[config.mk]
export PLATFORM = sky130hd
export DESIGN_NAME = clock_core_flat
export DESIGN_NICKNAME = d
export VERILOG_FILES = /design/src/rtl/clock_pkg.sv /design/src/rtl/clock_if.sv /design/src/rtl/clock_mod_counter.sv /design/src/rtl/clock_core.sv /design/src/flat_wrapper.sv
export SDC_FILE = /design/constraint.sdc
export NUM_CORES = 1
export LEC_CHECK = 0
export BUFFER_PORTS_ARGS = -buffer_cell sky130_fd_sc_hd__buf_2
export CAP_MARGIN = 25
export CORE_MARGIN = 2
export CORE_UTILIZATION = 25
export CTS_CLUSTER_SIZE = 40
export DETAILED_ROUTE_END_ITERATION = 10
export HOLD_SLACK_MARGIN = 0.15
export PLACE_DENSITY = 0.45
export SLEW_MARGIN = 20
export SYNTH_ARGS = -nofsm -noshare
export SYNTH_HDL_FRONTEND = slang
export SYNTH_SLANG_ARGS = --single-unit
[constraint.sdc]
create_clock -name clk -period 4.6 [get_ports clk]
set_clock_uncertainty 0.2 [all_clocks]
set_input_delay 0.69 -clock clk [delete_from_list [all_inputs] [get_ports clk]]
set_output_delay 0.69 -clock clk [all_outputs]
set_load 0.02 [all_outputs]
[src/rtl/clock_pkg.sv]
// Shared constants, en bit map and adjust-pulse decode for the clock core.
package clock_pkg;

  localparam int HOURS_MAX = 23;
  localparam int MINS_MAX  = 59;
  localparam int SECS_MAX  = 59;

  localparam int HOURS_W = 5;
  localparam int MINS_W  = 6;
  localparam int SECS_W  = 6;
  localparam int EN_W    = 5;

  localparam int EN_RUN  = 0;
  localparam int EN_AMIN = 1;
  localparam int EN_AHR  = 2;
  localparam int EN_TMIN = 3;
  localparam int EN_THR  = 4;

  typedef struct packed {
    logic inc;
    logic dec;
  } step_t;

  // Both buttons in the same cycle cancel to a no-op.
  function automatic step_t adj_step(input logic sel, input logic adjust,
                                     input logic up, input logic down);
    step_t s;
    s.inc = sel & adjust & up & ~down;
    s.dec = sel & adjust & down & ~up;
    return s;
  endfunction

endpackage

[src/rtl/clock_if.sv]
// Control/display bundle between the alarm FSM side and the clock core.
interface clock_if;
  import clock_pkg::*;

  logic [EN_W-1:0]    en;
  logic               adjust;
  logic               up;
  logic               down;
  logic [SECS_W-1:0]  secs;
  logic               z;
  logic [HOURS_W-1:0] disp_hh;
  logic [MINS_W-1:0]  disp_mm;
  logic               tick;

  modport master (
    output en, adjust, up, down,
    input  secs, z, disp_hh, disp_mm, tick
  );

  modport slave (
    input  en, adjust, up, down,
    output secs, z, disp_hh, disp_mm, tick
  );

endinterface

[src/rtl/clock_mod_counter.sv]
// Modulo-(MAX+1) up/down counter with clear; wrap flags an increment past MAX.
module mod_counter #(
  parameter int MAX = 59,
  parameter int W   = 6
) (
  input  logic         clk,
  input  logic         rst,
  input  logic         inc,
  input  logic         dec,
  input  logic         clr,
  output logic [W-1:0] value,
  output logic         wrap
);

  localparam logic [W-1:0] TOP = W'(MAX);

  logic up_only;
  logic dn_only;

  assign up_only = inc & ~dec & ~clr;
  assign dn_only = dec & ~inc & ~clr;
  assign wrap    = up_only & (value == TOP);

  always_ff @(posedge clk or posedge rst) begin
    if (rst) begin
      value <= '0;
    end else if (clr) begin
      value <= '0;
    end else if (up_only) begin
      value <= (value == TOP) ? '0 : value + W'(1);
    end else if (dn_only) begin
      value <= (value == '0) ? TOP : value - W'(1);
    end
  end

endmodule

[src/rtl/clock_core.sv]
// Time-of-day and alarm registers with 1 Hz prescaler and button adjust.
// Build option CLOCK_SECS_CLEAR_EN: a time-minutes adjust also restarts the second.
module clock_core
  import clock_pkg::*;
#(
  parameter int TICK_DIV = 100_000_000
) (
  input logic     clk,
  input logic     rst,
  clock_if.slave  bus
);

  localparam int PW = $clog2(TICK_DIV);
  localparam logic [PW-1:0] PRESC_TC = PW'(TICK_DIV - 1);

  logic [PW-1:0]      presc;
  logic               tick_q;
  logic               secs_clr;

  step_t              thr_s;
  step_t              tmin_s;
  step_t              ahr_s;
  step_t              amin_s;
  logic               thr_adj;
  logic               tmin_adj;

  logic [SECS_W-1:0]  secs_v;
  logic [MINS_W-1:0]  tmin_v;
  logic [HOURS_W-1:0] thr_v;
  logic [MINS_W-1:0]  amin_v;
  logic [HOURS_W-1:0] ahr_v;

  logic               secs_wrap;
  logic               tmin_wrap;
  logic               thr_wrap;
  logic               ahr_wrap;
  logic               amin_wrap;
  logic               unused_wraps;

  logic               tmin_inc;
  logic               tmin_dec;
  logic               thr_inc;
  logic               thr_dec;

  assign thr_s  = adj_step(bus.en[EN_THR],  bus.adjust, bus.up, bus.down);
  assign tmin_s = adj_step(bus.en[EN_TMIN], bus.adjust, bus.up, bus.down);
  assign ahr_s  = adj_step(bus.en[EN_AHR],  bus.adjust, bus.up, bus.down);
  assign amin_s = adj_step(bus.en[EN_AMIN], bus.adjust, bus.up, bus.down);

  assign thr_adj  = thr_s.inc  | thr_s.dec;
  assign tmin_adj = tmin_s.inc | tmin_s.dec;

`ifdef CLOCK_SECS_CLEAR_EN
  assign secs_clr = tmin_adj;
`else
  assign secs_clr = 1'b0;
`endif

  always_ff @(posedge clk or posedge rst) begin
    if (rst) begin
      presc  <= '0;
      tick_q <= 1'b0;
    end else if (secs_clr) begin
      presc  <= '0;
      tick_q <= 1'b0;
    end else begin
      tick_q <= 1'b0;
      if (bus.en[EN_RUN]) begin
        if (presc == PRESC_TC) begin
          presc  <= '0;
          tick_q <= 1'b1;
        end else begin
          presc <= presc + PW'(1);
        end
      end
    end
  end

  // An adjust on a time field overrides (and swallows) any carry into it;
  // an adjusted minutes field never carries on into hours.
  assign tmin_inc = tmin_adj ? tmin_s.inc : secs_wrap;
  assign tmin_dec = tmin_adj & tmin_s.dec;
  assign thr_inc  = thr_adj ? thr_s.inc : (tmin_wrap & ~tmin_adj);
  assign thr_dec  = thr_adj & thr_s.dec;

  mod_counter #(.MAX(SECS_MAX), .W(SECS_W)) u_secs (
    .clk   (clk),
    .rst   (rst),
    .inc   (tick_q),
    .dec   (1'b0),
    .clr   (secs_clr),
    .value (secs_v),
    .wrap  (secs_wrap)
  );

  mod_counter #(.MAX(MINS_MAX), .W(MINS_W)) u_tmin (
    .clk   (clk),
    .rst   (rst),
    .inc   (tmin_inc),
    .dec   (tmin_dec),
    .clr   (1'b0),
    .value (tmin_v),
    .wrap  (tmin_wrap)
  );

  mod_counter #(.MAX(HOURS_MAX), .W(HOURS_W)) u_thr (
    .clk   (clk),
    .rst   (rst),
    .inc   (thr_inc),
    .dec   (thr_dec),
    .clr   (1'b0),
    .value (thr_v),
    .wrap  (thr_wrap)
  );

  mod_counter #(.MAX(MINS_MAX), .W(MINS_W)) u_amin (
    .clk   (clk),
    .rst   (rst),
    .inc   (amin_s.inc),
    .dec   (amin_s.dec),
    .clr   (1'b0),
    .value (amin_v),
    .wrap  (amin_wrap)
  );

  mod_counter #(.MAX(HOURS_MAX), .W(HOURS_W)) u_ahr (
    .clk   (clk),
    .rst   (rst),
    .inc   (ahr_s.inc),
    .dec   (ahr_s.dec),
    .clr   (1'b0),
    .value (ahr_v),
    .wrap  (ahr_wrap)
  );

  // Hours roll over silently and alarm fields never carry.
  assign unused_wraps = thr_wrap ^ ahr_wrap ^ amin_wrap;

  assign bus.secs    = secs_v;
  assign bus.tick    = tick_q;
  assign bus.z       = (thr_v == ahr_v) && (tmin_v == amin_v);
  assign bus.disp_hh = (bus.en[EN_AHR] | bus.en[EN_AMIN]) ? ahr_v  : thr_v;
  assign bus.disp_mm = (bus.en[EN_AHR] | bus.en[EN_AMIN]) ? amin_v : tmin_v;

endmodule

[src/flat_wrapper.sv]
// flat-port wrapper written by rule: the top's interface ports become plain ports
module clock_core_flat import clock_pkg::*;
#(
  parameter int TICK_DIV = 100_000_000
)
  (clk, rst, bus_en, bus_adjust, bus_up, bus_down, bus_secs, bus_z, bus_disp_hh, bus_disp_mm, bus_tick);
  clock_if bus_i ();
  input logic clk;
  input logic rst;
  input wire logic [$bits(bus_i.en)-1:0] bus_en;
  input wire logic [$bits(bus_i.adjust)-1:0] bus_adjust;
  input wire logic [$bits(bus_i.up)-1:0] bus_up;
  input wire logic [$bits(bus_i.down)-1:0] bus_down;
  output wire logic [$bits(bus_i.secs)-1:0] bus_secs;
  output wire logic [$bits(bus_i.z)-1:0] bus_z;
  output wire logic [$bits(bus_i.disp_hh)-1:0] bus_disp_hh;
  output wire logic [$bits(bus_i.disp_mm)-1:0] bus_disp_mm;
  output wire logic [$bits(bus_i.tick)-1:0] bus_tick;
  assign bus_i.en = bus_en;
  assign bus_i.adjust = bus_adjust;
  assign bus_i.up = bus_up;
  assign bus_i.down = bus_down;
  assign bus_secs = bus_i.secs;
  assign bus_z = bus_i.z;
  assign bus_disp_hh = bus_i.disp_hh;
  assign bus_disp_mm = bus_i.disp_mm;
  assign bus_tick = bus_i.tick;
  clock_core #(.TICK_DIV(TICK_DIV)) u_core (.clk(clk), .rst(rst), .bus(bus_i));
endmodule
==> impl_metrics.ini <==
[status]
outcome = completed

[synth]
synth_warnings = 0
synth-seq-cells = 56
ys_seq_area_share_pct = 38.3
synth_top_area_share_pct = 38.3
synth_top_area_cell = dfrtp_1
synth_fp_nets = 444
netlist_area_mm2 = 0.00366
synth_flop_cell = dfrtp_1
synth_async_sr_flop_share_pct = 100
synth_edf_count = 0
ys_types = 52
netlist_top_cells_count = 56 x dfrtp_1, 40 x nor2_1, 35 x nand2_1
avgSynthCellArea_um2 = 8.76
synth_top_cells_by_area = dfrtp_1 38%, xnor2_1 5.7%, ha_1 5.5%
yosysMostFrequentCell = dfrtp_1
synthCells = 418

[detailed_routing]
route.antenna.remaining_nets = 0
drc = 0
wire_per_inst_um = 13.4
vias_per_cell = 4.86
vias = 2984
firstDrtPassIters = 4
wl_um = 8250
drtIter0Drc = 120

[finish]
layout-drive-gt1-share_pct = 14.2
n_antenna_cell = 0
synthToLayoutAreaGrowth_pct = 11.9
final_nets = 455

[global_routing]
grt_max_degree = 32
grt_pass1_wl_um = 14000
antenna_found_initial = 0
gr-total-overflow = 0
grt_pass1_vias = 2846
grtUsageTotal_pct = 10.9

[clocking]
cts_buffers = 5
cts-htree-levels = 2
cts_tree = built
ctsResizeCount = 0
root_buffer = clkbuf_16
cts_sinks = 56
post_cts_buffers = 0
clk_pin_slew_worst_paths_ns = 0.08
cts_max_path_buffers = 2
holdBufCountCts = 0
insertion_delay_ns = 0.30

[timing]
setup_viol = 0
report.final.hold_viol_count = 0
drv_slew = 0
rsz0062_at_grt = false
whs_ns = 0.286
post-route-period-util_pct = 75.2
worst_pin_slew_ns = 0.697
finalSetupTns_ns = 0
fmax_mhz = 289
relSlewSlack_pct = 53.5
finalCriticalPeriod_ns = 3.46

[floorplan]
die-area_mm2 = 0.0156
chipWidth_um = 125
die_y_um = 125
coreArea_mm2 = 0.0144
ioPinCount = 29
start_util_pct = 25.4
rows = 44

[place]
place_hpwl_um = 6020
io_buffers = 28
place_congestion = 0.776

[power]
internal_power_mw = 1.16
power.switching_mw = 0.851
p_leak_nw = 1.79
p_clk_share_pct = 19.8
power_frac_comb_pct = 36.7
power_density_mw_per_mm2 = 491
seqPwrFrac_pct = 43.5
vdd_drop_max_mv = 0.170
swShare_pct = 42.3

[flow_run]
maxCapViolCount = 0

[worst_setup_path]
r2r-end = u_core.u_thr.value[0]$_DFFE_PP0P_
start_kind = flip-flop
r2r_setup_slack_ns = 1.14
regToRegStartpoint = u_core.u_secs.value[0]$_DFFE_PP0P_
reg2reg_depth = 16
crit_arrival_ns = 3.43
cpMostUsedCell = ha_1
critical_path_class = reg2reg
slowest_delay_ns = 0.40
crit_path_cell_trace = ha_1 > nand2_1 > nor4b_1 > buf_4 > a21oi_1 > nor2_1 > ha_1 > and3_1 > a22o_1 > a22o_1 > ha_1 > nor3_1 > nand2_1 > nor2_1 > o21ai_0 > o31ai_1
slowest_stage = dfrtp_1
critPathCaptureType = flip-flop
cp_max_fo = 10
worst_ep_required_time_ns = 4.57

[hold_path]
hp-class = in2async
[cells in the final DEF, fill, tap and decap left out, types with 5 or more instances in the layout]
cell | Yosys | routed
nor3_1 | 9 | 9
nor2_1 | 40 | 40
a31oi_1 | 9 | 9
ha_1 | 16 | 16
nand3_1 | 14 | 14
and3_1 | 9 | 9
mux2_2 | 7 | 7
inv_1 | 18 | 17
buf_2 | 1 | 28
nand4_1 | 13 | 13
xor2_1 | 19 | 19
clkbuf_16 | 0 | 5
o21ai_0 | 26 | 26
xnor2_1 | 24 | 24
mux2i_1 | 6 | 6
nand2_1 | 35 | 35
a21oi_1 | 28 | 28
dfrtp_1 | 56 | 56
[kinds of logic (layout without fill, tap and decap cells)]
group           after synthesis  after routing  synth area share, %
mux                          13             13                 3.79
compound gates               86             86                 13.8
xor+xnor                     43             43                 10.3
fa+ha+maj                    16             16                 5.46
buf+inv                      46             58                 4.85
simple gates                158            158                 23.6
flops                        56             56                 38.3
[state kept, by name, indices dropped and copies added, names as in the netlist]
| register | count |
|---|---|
| u_core.u_thr.value | 5 |
| u_core.u_ahr.value | 5 |
| u_core.presc | 27 |
| u_core.bus.tick | 1 |
| u_core.u_tmin.value | 6 |
| u_core.u_secs.value | 6 |
| u_core.u_amin.value | 6 |
[worst max-delay path: cells and delay by family (launching register included)]
kind	cells	cell delay, ns
adders and majority gates	3	0.93
AOI/OAI and AO/OA	5	0.55
buffers and inverters	1	0.20
DFF	1	0.40
and+or+nand+nor	7	1.02
[per-stage QoR]
stage	cells	cell area, um^2	utilization, %	setup WS, ns	total power [mW]
floorplan	418	3660	-	0.835	1.44
global placement	605	3950	27.4	1.25	1.62
detailed placement	605	3950	27.4	1.15	1.63
CTS	613	4090	28.4	1.14	2.04
global route	614	4100	28.4	0.737	2.19
finish	614	4100	28.4	1.14	2.01
[metal layers]
| layer | vias up | wire [um] | GRT usage (%) |
|---|---|---|---|
| met1 | 1437 | 4150 | 15.1 |
| li1 | 1497 | - | - |
| met5 | - | 0 | 0 |
| met2 | 46 | 3720 | 17.0 |
| met3 | 4 | 292 | 2.61 |
| met4 | 0 | 87 | 2.94 |
[cell type report]
| type | instances | area [um^2] |
|---|---|---|
| sequential | 56 | 1400 |
| tap | 184 | 230 |
| inverter | 18 | 67.6 |
| clock buffer | 5 | 125 |
| clock inverter | 3 | 21.3 |
| timing repair buffer | 32 | 170 |
| multi-input combinational | 316 | 2080 |
| fill | 1576 | 10300 |
[worst max path at each step]
stage | from | to | slack, ns | depth (start not counted)
2_1_floorplan | u_core.u_secs.value[0]$_DFFE_PP0P_ | u_core.u_thr.value[3]$_DFFE_PP0P_ | 0.83 | 16
3_3_place_gp | u_core.u_secs.value[0]$_DFFE_PP0P_ | u_core.u_thr.value[0]$_DFFE_PP0P_ | 1.25 | 16
3_5_place_dp | u_core.u_secs.value[0]$_DFFE_PP0P_ | u_core.u_thr.value[0]$_DFFE_PP0P_ | 1.15 | 16
4_1_cts | u_core.u_secs.value[0]$_DFFE_PP0P_ | u_core.u_thr.value[0]$_DFFE_PP0P_ | 1.14 | 16
5_1_grt | u_core.u_secs.value[0]$_DFFE_PP0P_ | u_core.u_thr.value[0]$_DFFE_PP0P_ | 0.74 | 16
6_report | u_core.u_secs.value[0]$_DFFE_PP0P_ | u_core.u_thr.value[0]$_DFFE_PP0P_ | 1.14 | 16
[power by group through the flow]
stage | logic (mW) | registers [mW] | clock network, mW
6_report | 0.738 | 0.875 | 0.399
5_1_grt | 0.837 | 0.914 | 0.437
4_1_cts | 0.746 | 0.877 | 0.419
3_5_place_dp | 0.742 | 0.885 | 0
3_3_place_gp | 0.735 | 0.886 | 0
2_1_floorplan | 0.735 | 0.701 | 0
No activity file was read; power rests on OpenSTA's default activity.
